## config.mk

```make
export PLATFORM = sky130hd
export DESIGN_NAME = mem_bus_arbiter
export DESIGN_NICKNAME = d
export VERILOG_FILES = /design/src/rtl/mem_bus_arbiter_pkg.sv /design/src/rtl/mem_bus_arbiter_oam_dma_seq.sv /design/src/rtl/mem_bus_arbiter.sv
export SDC_FILE = /design/constraint.sdc
export NUM_CORES = 1
export LEC_CHECK = 0
export ABC_AREA = 1
export CORE_MARGIN = 2
export CORE_UTILIZATION = 51
export CTS_CLUSTER_DIAMETER = 100
export DETAILED_ROUTE_END_ITERATION = 8
export GPL_TIMING_DRIVEN = 0
export HOLD_SLACK_MARGIN = 0.08
export PLACE_DENSITY_LB_ADDON = 0.05
export SYNTH_ARGS = -nofsm -noshare
export SYNTH_HDL_FRONTEND = slang
export SYNTH_HIERARCHICAL = 1
export SYNTH_SLANG_ARGS = --single-unit
export TNS_END_PERCENT = 5
```

## constraint.sdc

```tcl
create_clock -name phi1 -period 5.3 [get_ports phi1]
set_clock_uncertainty 0.2 [all_clocks]
set_input_delay 1.06 -clock phi1 [delete_from_list [all_inputs] [get_ports phi1]]
set_output_delay 1.06 -clock phi1 [all_outputs]
set_load 0.01 [all_outputs]
```

## src/rtl/mem_bus_arbiter_pkg.sv

```systemverilog
// rtl/mem_bus_arbiter_pkg.sv - shared widths, bus addresses and OAM DMA state encoding
// Contents: default data/address widths, the DMA trigger and OAM data
// addresses, and the 3-bit DMA sequencer state type.
package mem_bus_arbiter_pkg;

  localparam int DEF_REG_WIDTH  = 8;
  localparam int DEF_ADDR_WIDTH = 16;

  localparam logic [15:0] DEF_DMA_TRIGGER_ADDR = 16'h4014;
  localparam logic [15:0] DEF_OAM_DATA_ADDR    = 16'h2004;

  typedef enum logic [2:0] {
    ST_IDLE   = 3'd0,
    ST_ALIGN0 = 3'd1,
    ST_ALIGN1 = 3'd2,
    ST_DMA_RD = 3'd3,
    ST_DMA_WR = 3'd4
  } dma_state_e;

endpackage

```

## src/rtl/mem_bus_arbiter_oam_dma_seq.sv

```systemverilog
// rtl/mem_bus_arbiter_oam_dma_seq.sv - OAM DMA sequencer: 256-byte page copy to the OAM data port
// Ports:
//   clk, reset        clock and synchronous active-high reset
//   trigger           granted executor write to the trigger address (IDLE only)
//   trigger_page      source page (executor write data)
//   mem_rdata         combinational bus read data
//   active            sequencer owns the bus (state != IDLE)
//   dma_req           sequencer drives a bus access this cycle
//   dma_we            access is a write
//   dma_addr          access address
//   dma_wdata         write data
module oam_dma_seq
  import mem_bus_arbiter_pkg::*;
#(
  parameter int                    REG_WIDTH     = DEF_REG_WIDTH,
  parameter int                    ADDR_WIDTH    = DEF_ADDR_WIDTH,
  parameter logic [ADDR_WIDTH-1:0] OAM_DATA_ADDR = DEF_OAM_DATA_ADDR
) (
  input  logic                  clk,
  input  logic                  reset,
  input  logic                  trigger,
  input  logic [REG_WIDTH-1:0]  trigger_page,
  input  logic [REG_WIDTH-1:0]  mem_rdata,
  output logic                  active,
  output logic                  dma_req,
  output logic                  dma_we,
  output logic [ADDR_WIDTH-1:0] dma_addr,
  output logic [REG_WIDTH-1:0]  dma_wdata
);

  dma_state_e           state, state_next;
  logic                 parity;
  logic                 odd_start;
  logic [REG_WIDTH-1:0] page;
  logic [7:0]           idx;

  always_ff @(posedge clk) begin
    if (reset) begin
      state     <= ST_IDLE;
      parity    <= 1'b0;
      odd_start <= 1'b0;
      page      <= '0;
      idx       <= '0;
    end else begin
      state  <= state_next;
      parity <= ~parity;
      if (state == ST_IDLE && trigger) begin
        page      <= trigger_page;
        idx       <= '0;
        odd_start <= parity;
      end
      // idx is 8 bits wide, so the step after 8'hFF wraps to 0 and page stays put
      if (state == ST_DMA_WR) begin
        idx <= idx + 8'd1;
      end
    end
  end

  always_comb begin
    state_next = state;
    dma_req    = 1'b0;
    dma_we     = 1'b0;
    dma_addr   = OAM_DATA_ADDR;
    // The DMA_WR state coincides with the bus cycle of the preceding read, so
    // the byte is taken straight off mem_rdata; the mem_wdata register in the
    // arbiter then holds it as the copy buffer during the write bus cycle.
    dma_wdata  = mem_rdata;
    case (state)
      ST_IDLE:   if (trigger) state_next = ST_ALIGN0;
      ST_ALIGN0: state_next = odd_start ? ST_ALIGN1 : ST_DMA_RD;
      ST_ALIGN1: state_next = ST_DMA_RD;
      ST_DMA_RD: begin
        dma_req    = 1'b1;
        dma_addr   = ADDR_WIDTH'({page, idx});
        state_next = ST_DMA_WR;
      end
      ST_DMA_WR: begin
        dma_req    = 1'b1;
        dma_we     = 1'b1;
        state_next = (idx == 8'hFF) ? ST_IDLE : ST_DMA_RD;
      end
      default:   state_next = ST_IDLE;
    endcase
  end

  assign active = (state != ST_IDLE);

endmodule

```

## src/rtl/mem_bus_arbiter.sv

```systemverilog
// rtl/mem_bus_arbiter.sv - CPU memory port arbiter: executor > fetcher, OAM DMA stalls the CPU
// Ports:
//   phi1, reset                            clock, synchronous active-high reset
//   fetch_req/addr, fetch_gnt/valid        fetcher read channel
//   exec_req/we/addr/wdata, exec_gnt/valid executor read/write channel
//   rdata                                  registered read data for *_valid
//   mem_addr/we/wdata, mem_rdata           registered bus outputs, combinational read data
//   cpu_stall, dma_active                  DMA owns the bus
module mem_bus_arbiter
  import mem_bus_arbiter_pkg::*;
#(
  parameter int                    REG_WIDTH        = DEF_REG_WIDTH,
  parameter int                    ADDR_WIDTH       = DEF_ADDR_WIDTH,
  parameter logic [ADDR_WIDTH-1:0] DMA_TRIGGER_ADDR = DEF_DMA_TRIGGER_ADDR,
  parameter logic [ADDR_WIDTH-1:0] OAM_DATA_ADDR    = DEF_OAM_DATA_ADDR
) (
  input  logic                  phi1,
  input  logic                  reset,
  input  logic                  fetch_req,
  input  logic [ADDR_WIDTH-1:0] fetch_addr,
  output logic                  fetch_gnt,
  output logic                  fetch_valid,
  input  logic                  exec_req,
  input  logic                  exec_we,
  input  logic [ADDR_WIDTH-1:0] exec_addr,
  input  logic [REG_WIDTH-1:0]  exec_wdata,
  output logic                  exec_gnt,
  output logic                  exec_valid,
  output logic [REG_WIDTH-1:0]  rdata,
  output logic [ADDR_WIDTH-1:0] mem_addr,
  output logic                  mem_we,
  output logic [REG_WIDTH-1:0]  mem_wdata,
  input  logic [REG_WIDTH-1:0]  mem_rdata,
  output logic                  cpu_stall,
  output logic                  dma_active
);

  logic                  dma_busy;
  logic                  dma_req;
  logic                  dma_we;
  logic [ADDR_WIDTH-1:0] dma_addr;
  logic [REG_WIDTH-1:0]  dma_wdata;
  logic                  trigger;
  logic                  rd_fetch_pend;
  logic                  rd_exec_pend;

  // Grants only exist while the sequencer is idle; the executor always wins.
  assign exec_gnt  = exec_req & ~dma_busy;
  assign fetch_gnt = fetch_req & ~exec_req & ~dma_busy;
  assign trigger   = exec_gnt & exec_we & (exec_addr == DMA_TRIGGER_ADDR);

  oam_dma_seq #(
    .REG_WIDTH    (REG_WIDTH),
    .ADDR_WIDTH   (ADDR_WIDTH),
    .OAM_DATA_ADDR(OAM_DATA_ADDR)
  ) u_dma (
    .clk         (phi1),
    .reset       (reset),
    .trigger     (trigger),
    .trigger_page(exec_wdata),
    .mem_rdata   (mem_rdata),
    .active      (dma_busy),
    .dma_req     (dma_req),
    .dma_we      (dma_we),
    .dma_addr    (dma_addr),
    .dma_wdata   (dma_wdata)
  );

  always_ff @(posedge phi1) begin
    if (reset) begin
      mem_addr      <= '0;
      mem_we        <= 1'b0;
      mem_wdata     <= '0;
      rd_fetch_pend <= 1'b0;
      rd_exec_pend  <= 1'b0;
      rdata         <= '0;
      fetch_valid   <= 1'b0;
      exec_valid    <= 1'b0;
    end else begin
      // Return path: a read whose bus cycle is ending now gets its data
      // registered and flagged for the requester in the following cycle.
      fetch_valid <= rd_fetch_pend;
      exec_valid  <= rd_exec_pend;
      if (rd_fetch_pend || rd_exec_pend) begin
        rdata <= mem_rdata;
      end
      rd_fetch_pend <= fetch_gnt;
      rd_exec_pend  <= exec_gnt & ~exec_we;

      mem_we <= 1'b0;
      if (dma_req) begin
        mem_addr  <= dma_addr;
        mem_we    <= dma_we;
        mem_wdata <= dma_wdata;
      end else if (exec_gnt) begin
        mem_addr  <= exec_addr;
        mem_we    <= exec_we;
        mem_wdata <= exec_wdata;
      end else if (fetch_gnt) begin
        mem_addr  <= fetch_addr;
      end
    end
  end

  assign cpu_stall  = dma_busy;
  assign dma_active = dma_busy;

endmodule
```

* Word level (Yosys, flattened, before mapping)
Cells that the tools add are included.
** Operators by class
- Multiplexer cells :: 16
- Add/sub/neg operators :: 1
- Equality and inequality tests :: 7
- Bitwise gates (word level) :: 10
- Reduce and logical (&&, ||, !) cells :: 8
** Operator list (count)
- $mux W16 :: 4
- $mux W8 :: 4
- $eq A16 B15 Y1 const B :: 1
- $pmux W3 S5 :: 1
- $add A8 B1 Y8 const B :: 1
- $eq A8 B8 Y1 const B :: 1
- $and A1 B1 Y1 :: 6
- $eq A3 B2 Y1 const B :: 2
- $reduce_bool A3 Y1 :: 2
- $mux W1 :: 5
- $not A1 Y1 :: 4
- $reduce_bool A2 Y1 :: 2
- $eq A3 B1 Y1 const B :: 1
- $eq A3 B3 Y1 const B :: 1
- $logic_not A3 Y1 :: 1
- $mux W3 :: 1
- $mux W2 :: 1
- $ne A2 B1 Y1 const B :: 1
- $reduce_or A2 Y1 :: 1
- $logic_and A1 B1 Y1 :: 1
- $logic_or A1 B1 Y1 :: 1
** Word-level totals
- Output and inout port bits :: 39
- Register bits after elaboration :: 58
- Word-level logic and storage cells :: 55
- Input bits :: 53

* Longest topological paths before layout
Gate-level depths: netlist (run 1).
- Depth in word-level cells :: 8
- Depth in mapped cells :: 13
- Gate-level depth less buffers :: 11

* By module
Netlist (run 1), hierarchy kept.
** By module, submodules not included
- mem_bus_arbiter :: times used 1, sequential area each 740.7 um^2, area each 1988.2 um^2, cells each 318
- oam_dma_seq :: times used 1, sequential area each 420.4 um^2, area each 1086.0 um^2, cells each 154

* Worst setup path after synthesis (run 1)
OpenSTA, ideal clock, no wires.
- Kind :: input to output
- From :: input port exec_req
- To :: output port exec_gnt
- Arrival :: 1.419 ns
- Path buffers :: 1
- Cell stages on the path :: 3
- Data required time :: 4.040 ns
- Setup slack :: 2.621 ns
- Cells stage by stage :: buf_6 inv_2 nor2_2
** Between the ends
- Word-level cells in the longest chain between the ends :: 1
** RTL lines
- start, declared :: RTL line mem_bus_arbiter.sv:23 : input logic exec_req,
- $and A1 B1 Y1 :: RTL line mem_bus_arbiter.sv:48 : assign exec_gnt = exec_req & ~dma_busy;
- end, declared :: RTL line mem_bus_arbiter.sv:27 : output logic exec_gnt,
No other way between the ends.

* Worst setup path after layout (run 1)
- From :: input port fetch_req
- To :: output port fetch_gnt
** Between the ends
- Word-level cells in the longest chain between the ends :: 2
** RTL lines
- start, declared :: RTL line mem_bus_arbiter.sv:19 : input logic fetch_req,
- $and A1 B1 Y1 (2 in series) :: RTL line mem_bus_arbiter.sv:49 : assign fetch_gnt = fetch_req & ~exec_req & ~dma_busy;
- end, declared :: RTL line mem_bus_arbiter.sv:21 : output logic fetch_gnt,
No other way between the ends.

==> metrics, run 1 <==
status complete, no violations; Crit Reg-Reg Endpoint u_dma/page[5]; fin crit period 3.58 ns; NumNets Final 627; global-route wire length before repair 13700 um; CP endpoint kind output pin; Slew @ Worst Pin 0.452 ns; synth unique cells 31; period utilization 67.5%; worst reg-to-reg setup slack 2.72 ns; M1 GR Usage 34.0%; CP Launch Point fetch_req; Post-CTS Setup Bufs 0; DRC Markers 0; half-perimeter wire length after placement 6710 um; Max IR drop VDD 0.000248 V; Worst-Skew Late Latency 0.34 ns; filler-free cell count of the finished design 653; CTS clk-pin slew, worst paths 0.07 ns; placer congestion estimate 0.876; CP Launch Type input port; worst r2r path cells 12; grt peak-use layer met2; Worst path max stage delay 0.54 ns; CTS root buf clkbuf_8; Synth top area share 37.8%; max cap viols 0; worst r2r src u_dma/state[0]; vias in the first global route 2908; Starting Density 52.2%; crit path max fanout 2; post-DR vias/cell 5.01; FMAX 280 MHz; Max Transition Viols Final 0; initial antenna violation count 0; total negative slack 0 ns; Syn Inst Count 472; Num CTS Buffers 9; CP max-delay cell clkdlybuf4s50_1; share of cells above drive strength 1 11.1%; M3 GR Usage 5.82%; row count 28; Avg WL per Cell 13.3 um; Congestion Overflow GR 0; required time of the worst setup path 4.04 ns; Critical Path, Cell by Cell clkdlybuf4s50_1 -> nand3_1 -> inv_1 -> clkdlybuf4s50_1; All-Layer GR Usage 27.1%; I/O Pins 92; post-route ant nets 0; vias post-DR 3274; Area Growth Syn to Fin 39.0%; clock tree buffer depth 2; First-pass DRT Iterations 5; Hold Path Class reg2reg; Most Frequent Cell on Critical Path clkdlybuf4s50_1; H-tree levels 3; Synth Register Bits 58; cts hold-fix bufs 0; synth top area cells dfxtp_1, nand2_1, nor2_1; PD cells 312 nW/um^2; DIE HEIGHT 81.6 um; CP Data Arrival Time 2.32 ns; IO Port Bufs 90; syn_nets 526; final setup fails 0; drt first-iter violations 170; Chip Width 81.6 um; leakage 1.86 nW; post-CTS sizing 0; Slew HR 69.9%; CTS sink count 58; DIE AREA 6670 um^2; Hold Worst Slack 0.216 ns; met2 global-route usage 45.7%; sequential area share after synthesis 37.8%; antenna cell count 0; syn_area_per_cell 6.51 um^2; yosys warns 6; TritonCTS clock tree done; end of the critical path fetch_gnt; Yosys top cell by area dfxtp_1; WL final 8680 um; largest net degree at the start of global routing 12; final count of hold timing violations 0; crit path kind in2out; placed cells 637; core area 5890 um^2; RSZ-0062 raised after global routing no; Syn Std Cell Area 3070 um^2
==> metrics by stage <==
stage | setup slack [ns] | area (um^2) | power [mW] | util (%)
finish | 1.72 | 4270 | 1.33 | 72.6
global placement | 1.71 | 4070 | 0.917 | 69.1
floorplan | 2.62 | 3070 | 0.737 | -
CTS | 1.72 | 4270 | 1.34 | 72.6
detailed placement | 1.72 | 4070 | 0.924 | 69.1
global route | 1.61 | 4270 | 1.40 | 72.6
==> cell usage after synthesis (all sizes together) <==
library cell and count:
nand2 103, nor2 98, inv 59, dfxtp 58, o21ai 40, a21oi 37
buf 26, nand3 25, nand3b 6, clkbuf 4, nand4 4, nor3 4
or2 4, a211oi 1, clkinv 1, ha 1, o21a 1
==> critical path: cells and delay by family <==
family / cells / cell delay [ns]
buffers and inverters: 3 / 1.13
and+or+nand+nor: 1 / 0.12
==> registers in the layout (all words and copies together), names as in the netlist <==
register         count
mem_we               1
u_dma/odd_start      1
mem_wdata            8
fetch_valid          1
u_dma/parity         1
u_dma/page           8
u_dma/state          3
rd_fetch_pend        1
rd_exec_pend         1
mem_addr            16
exec_valid           1
rdata                8
u_dma/idx            8
==> where the power goes <==
part | switching, mW | leakage (nW) | internal [mW] | total [mW]
Combinational | 0.212 | 1.29 | 0.200 | 0.412
Clock | 0.185 | 0.0945 | 0.229 | 0.414
Sequential | 0.0254 | 0.476 | 0.481 | 0.506
==> placed cells by master, fill, tap and decap left out, types with 2 or more instances in the layout <==
master | synthesis | final
a21oi_1 | 37 | 37
buf_2 | 8 | 8
buf_4 | 12 | 12
buf_6 | 6 | 6
clkbuf_1 | 4 | 4
clkbuf_8 | 0 | 10
clkdlybuf4s50_1 | 0 | 90
clkinv_4 | 1 | 2
clkinvlp_4 | 0 | 3
dfxtp_1 | 58 | 58
inv_1 | 53 | 53
inv_2 | 5 | 5
nand2_1 | 99 | 99
nand2_2 | 2 | 2
nand2_4 | 2 | 2
nand3_1 | 24 | 24
nand3b_1 | 6 | 6
nand4_1 | 4 | 4
nor2_1 | 94 | 94
nor2_2 | 3 | 3
nor3_1 | 3 | 3
o21ai_0 | 24 | 24
o21ai_1 | 14 | 14
or2_2 | 3 | 3
==> kinds of logic after synthesis <==
kind of cell               Yosys count  synth area share [%]
buffers and inverters               90                  14.5
adders and majority gates            1                 0.407
AOI/OAI and AO/OA                   79                  13.5
and+or+nand+nor                    244                  33.8
DFF                                 58                  37.8
==> worst min path at each step <==
stage	from	end	cells after the start
finish	u_dma/parity	u_dma/parity	1
floorplan	u_dma/parity	u_dma/parity	1
detailed placement	u_dma/parity	u_dma/parity	1
CTS	rd_fetch_pend	fetch_valid	2
global placement	u_dma/parity	u_dma/parity	1
global route	rd_fetch_pend	fetch_valid	2
==> cell type report <==
type / count / area, um^2
Fill cell: 511 / 1610
Clock inverter: 6 / 66.3
Tap cell: 75 / 93.8
Sequential cell: 58 / 1160
Clock buffer: 10 / 138
Multi-Input combinational cell: 324 / 1470
Timing Repair Buffer: 90 / 901
Buffer: 30 / 213
Inverter: 60 / 233
==> layer usage <==
layer,up-vias,wire length [um]
met5,-,0
met4,0,133
met3,11,476
met2,115,4220
met1,1477,3860
li1,1671,-
Power figures use the tool's default switching activity.
==> run 2, diff against run 1 <==
--- a/config.mk
+++ b/config.mk
@@ -7,7 +7,7 @@
 export LEC_CHECK = 0
 export ABC_AREA = 1
 export CORE_MARGIN = 2
-export CORE_UTILIZATION = 51
+export CORE_UTILIZATION = 47
 export CTS_CLUSTER_DIAMETER = 100
 export DETAILED_ROUTE_END_ITERATION = 8
 export GPL_TIMING_DRIVEN = 0
==> constraint.sdc (replaced) <==
create_clock -name phi1 -period 3.5 [get_ports phi1]
set_clock_uncertainty 0.2 [all_clocks]
set_input_delay 0.7 -clock phi1 [delete_from_list [all_inputs] [get_ports phi1]]
set_output_delay 0.7 -clock phi1 [all_outputs]
set_load 0.01 [all_outputs]
==> metrics, run 2 (same netlist as run 1, synthesis figures left out) <==
status complete, no violations; CP Launch Type register; Worst path max stage delay 0.53 ns (about the same); max cap viols 0 (unchanged); CP Data Arrival Time 2.29 ns (-0.03 ns); Tot Pwr 2.10 mW (+58%); antenna cell count 0 (unchanged); post-place setup slack 0.632 ns (-1.09 ns); DIE HEIGHT 84.9 um (+4.0%); Avg WL per Cell 13.5 um (+1.2%); row count 29 (+3.6%); WL final 8820 um (+1.5%); clock tree buffer depth 2 (unchanged); crit path max fanout 10 (+8); vias in the first global route 3061 (+5.3%); M1 GR Usage 33.0% (-1.0 points); Max Transition Viols Final 0 (unchanged); Critical Path, Cell by Cell nor2_4 -> nand2_1 -> inv_4 -> buf_2 -> nand3_1 -> inv_1 -> clkdlybuf4s50_1; vias post-DR 3282 (+0.24%); Starting Density 48.4% (-3.8 points); First-pass DRT Iterations 4 (-1); post-CTS sizing 0 (unchanged); core area 6350 um^2 (+7.9%); final count of hold timing violations 0 (unchanged); area occupied by multi-input gates 1470 um^2 (unchanged); Largest register FFs 16 (unchanged); share of cells above drive strength 1 10.9% (-0.17 points); crit path kind reg2out; commonest non-fill, non-tap cell in the layout nand2_1; DIE AREA 7200 um^2 (+8.1%); Post-CTS Setup Bufs 0 (unchanged); half-perimeter wire length after placement 6700 um (-0.21%); initial antenna violation count 0 (unchanged); CTS sink count 58 (unchanged); total negative slack 0 ns (unchanged); register area 1160 um^2 (unchanged); leakage 1.88 nW (+1.2%); Filler cells 568 (+11%); TritonCTS clock tree done; Hold Path Class reg2reg; DRC Markers 0 (unchanged); grt peak-use layer met2; required time of the worst setup path 2.60 ns (-1.44 ns); Biggest register mem_addr; largest net degree at the start of global routing 11 (-1); final core occ 67.7% (-4.9 points); fin crit period 3.19 ns; Num CTS Buffers 9 (unchanged); Chip Width 84.9 um (+4.0%); NumNets Final 627 (unchanged); All-Layer GR Usage 24.9% (-2.1 points); Slew HR 64.2% (-5.6 points); M3 GR Usage 5.64% (-0.18 points); global-route wire length before repair 14400 um (+4.9%); cts hold-fix bufs 0 (unchanged); Congestion Overflow GR 0 (unchanged); IO Port Bufs 90 (unchanged); H-tree levels 3 (unchanged); Max IR drop VDD 0.000292 V (+18%); period utilization 91.3%; CTS clk-pin slew, worst paths 0.07 ns (about the same); CTS root buf clkbuf_8; CP endpoint kind output pin; CP max-delay cell clkdlybuf4s50_1; FMAX 313 MHz; drt first-iter violations 209 (+23%); Hold Worst Slack 0.204 ns (-0.0122 ns); final setup fails 0 (unchanged); Slew @ Worst Pin 0.536 ns (+0.0847 ns); Worst-Skew Late Latency 0.34 ns (about the same); I/O Pins 92 (unchanged); final worst-path setup slack 0.305 ns (-1.42 ns); most frequent cells in the layout nand2_1, nor2_1, clkdlybuf4s50_1; Area Growth Syn to Fin 39.9%; placer congestion estimate 0.924 (+5.4%); post-DR vias/cell 5.01 (about the same); post-route ant nets 0 (unchanged); met2 global-route usage 40.6% (-5.2 points); RSZ-0062 raised after global routing no; PD cells 489 nW/um^2 (+57%)
run 2: changes by cell type in the layout (fill, tap and decap cells not counted), sizes merged:
cell,before,now
clkbuf,14,16
bufinv,1,2
clkinvlp,3,0
run 2: power breakdown:
part / internal (mW) / total [mW] / switching, mW
Combinational: 0.303 / 0.623 / 0.320
Clock: 0.440 / 0.713 / 0.273
Sequential: 0.728 / 0.767 / 0.0385
run 2: routing by layer:
layer  part of all wire, %  vias up
li1                      -     1668
met1                    44     1472
met2                    47      121
met3                   7.0       21
met4                   2.1        0
met5                     0        -
run 2: worst max-delay path: cells and delay by family, from the launching register on:
kind / cells / cell delay [ns]
flops: 1 / 0.35
buf+inv: 4 / 1.05
simple gates: 3 / 0.55
run 2: area by class of cell:
type                       count  area share, %
multi-input combinational    324           34.1
clock inverter                 4           1.72
clock buffer                  12           3.61
tap                           77           2.24
buffer                        30           4.95
inverter                      60           5.41
sequential                    58           27.0
timing repair buffer          90           20.9
run 2: final timing paths:
kind / from / to / slack [ns] / depth (start not counted)
worst min-delay path: u_dma/parity / u_dma/parity / 0.20 / 1
worst min register to register: u_dma/parity / u_dma/parity / 0.20 / 1
worst max-delay path: u_dma/state[0] / fetch_gnt / 0.31 / 7
worst max register to register: u_dma/state[0] / u_dma/page[3] / 0.89 / 12
run 2: stage by stage:
| stage | area (um^2) | cells |
|---|---|---|
| 3_5_place_dp | 4070 | 639 |
| 4_1_cts | 4300 | 655 |
| 6_report | 4300 | 655 |
| 2_1_floorplan | 3070 | 472 |
| 3_3_place_gp | 4070 | 639 |
| 5_1_grt | 4300 | 655 |
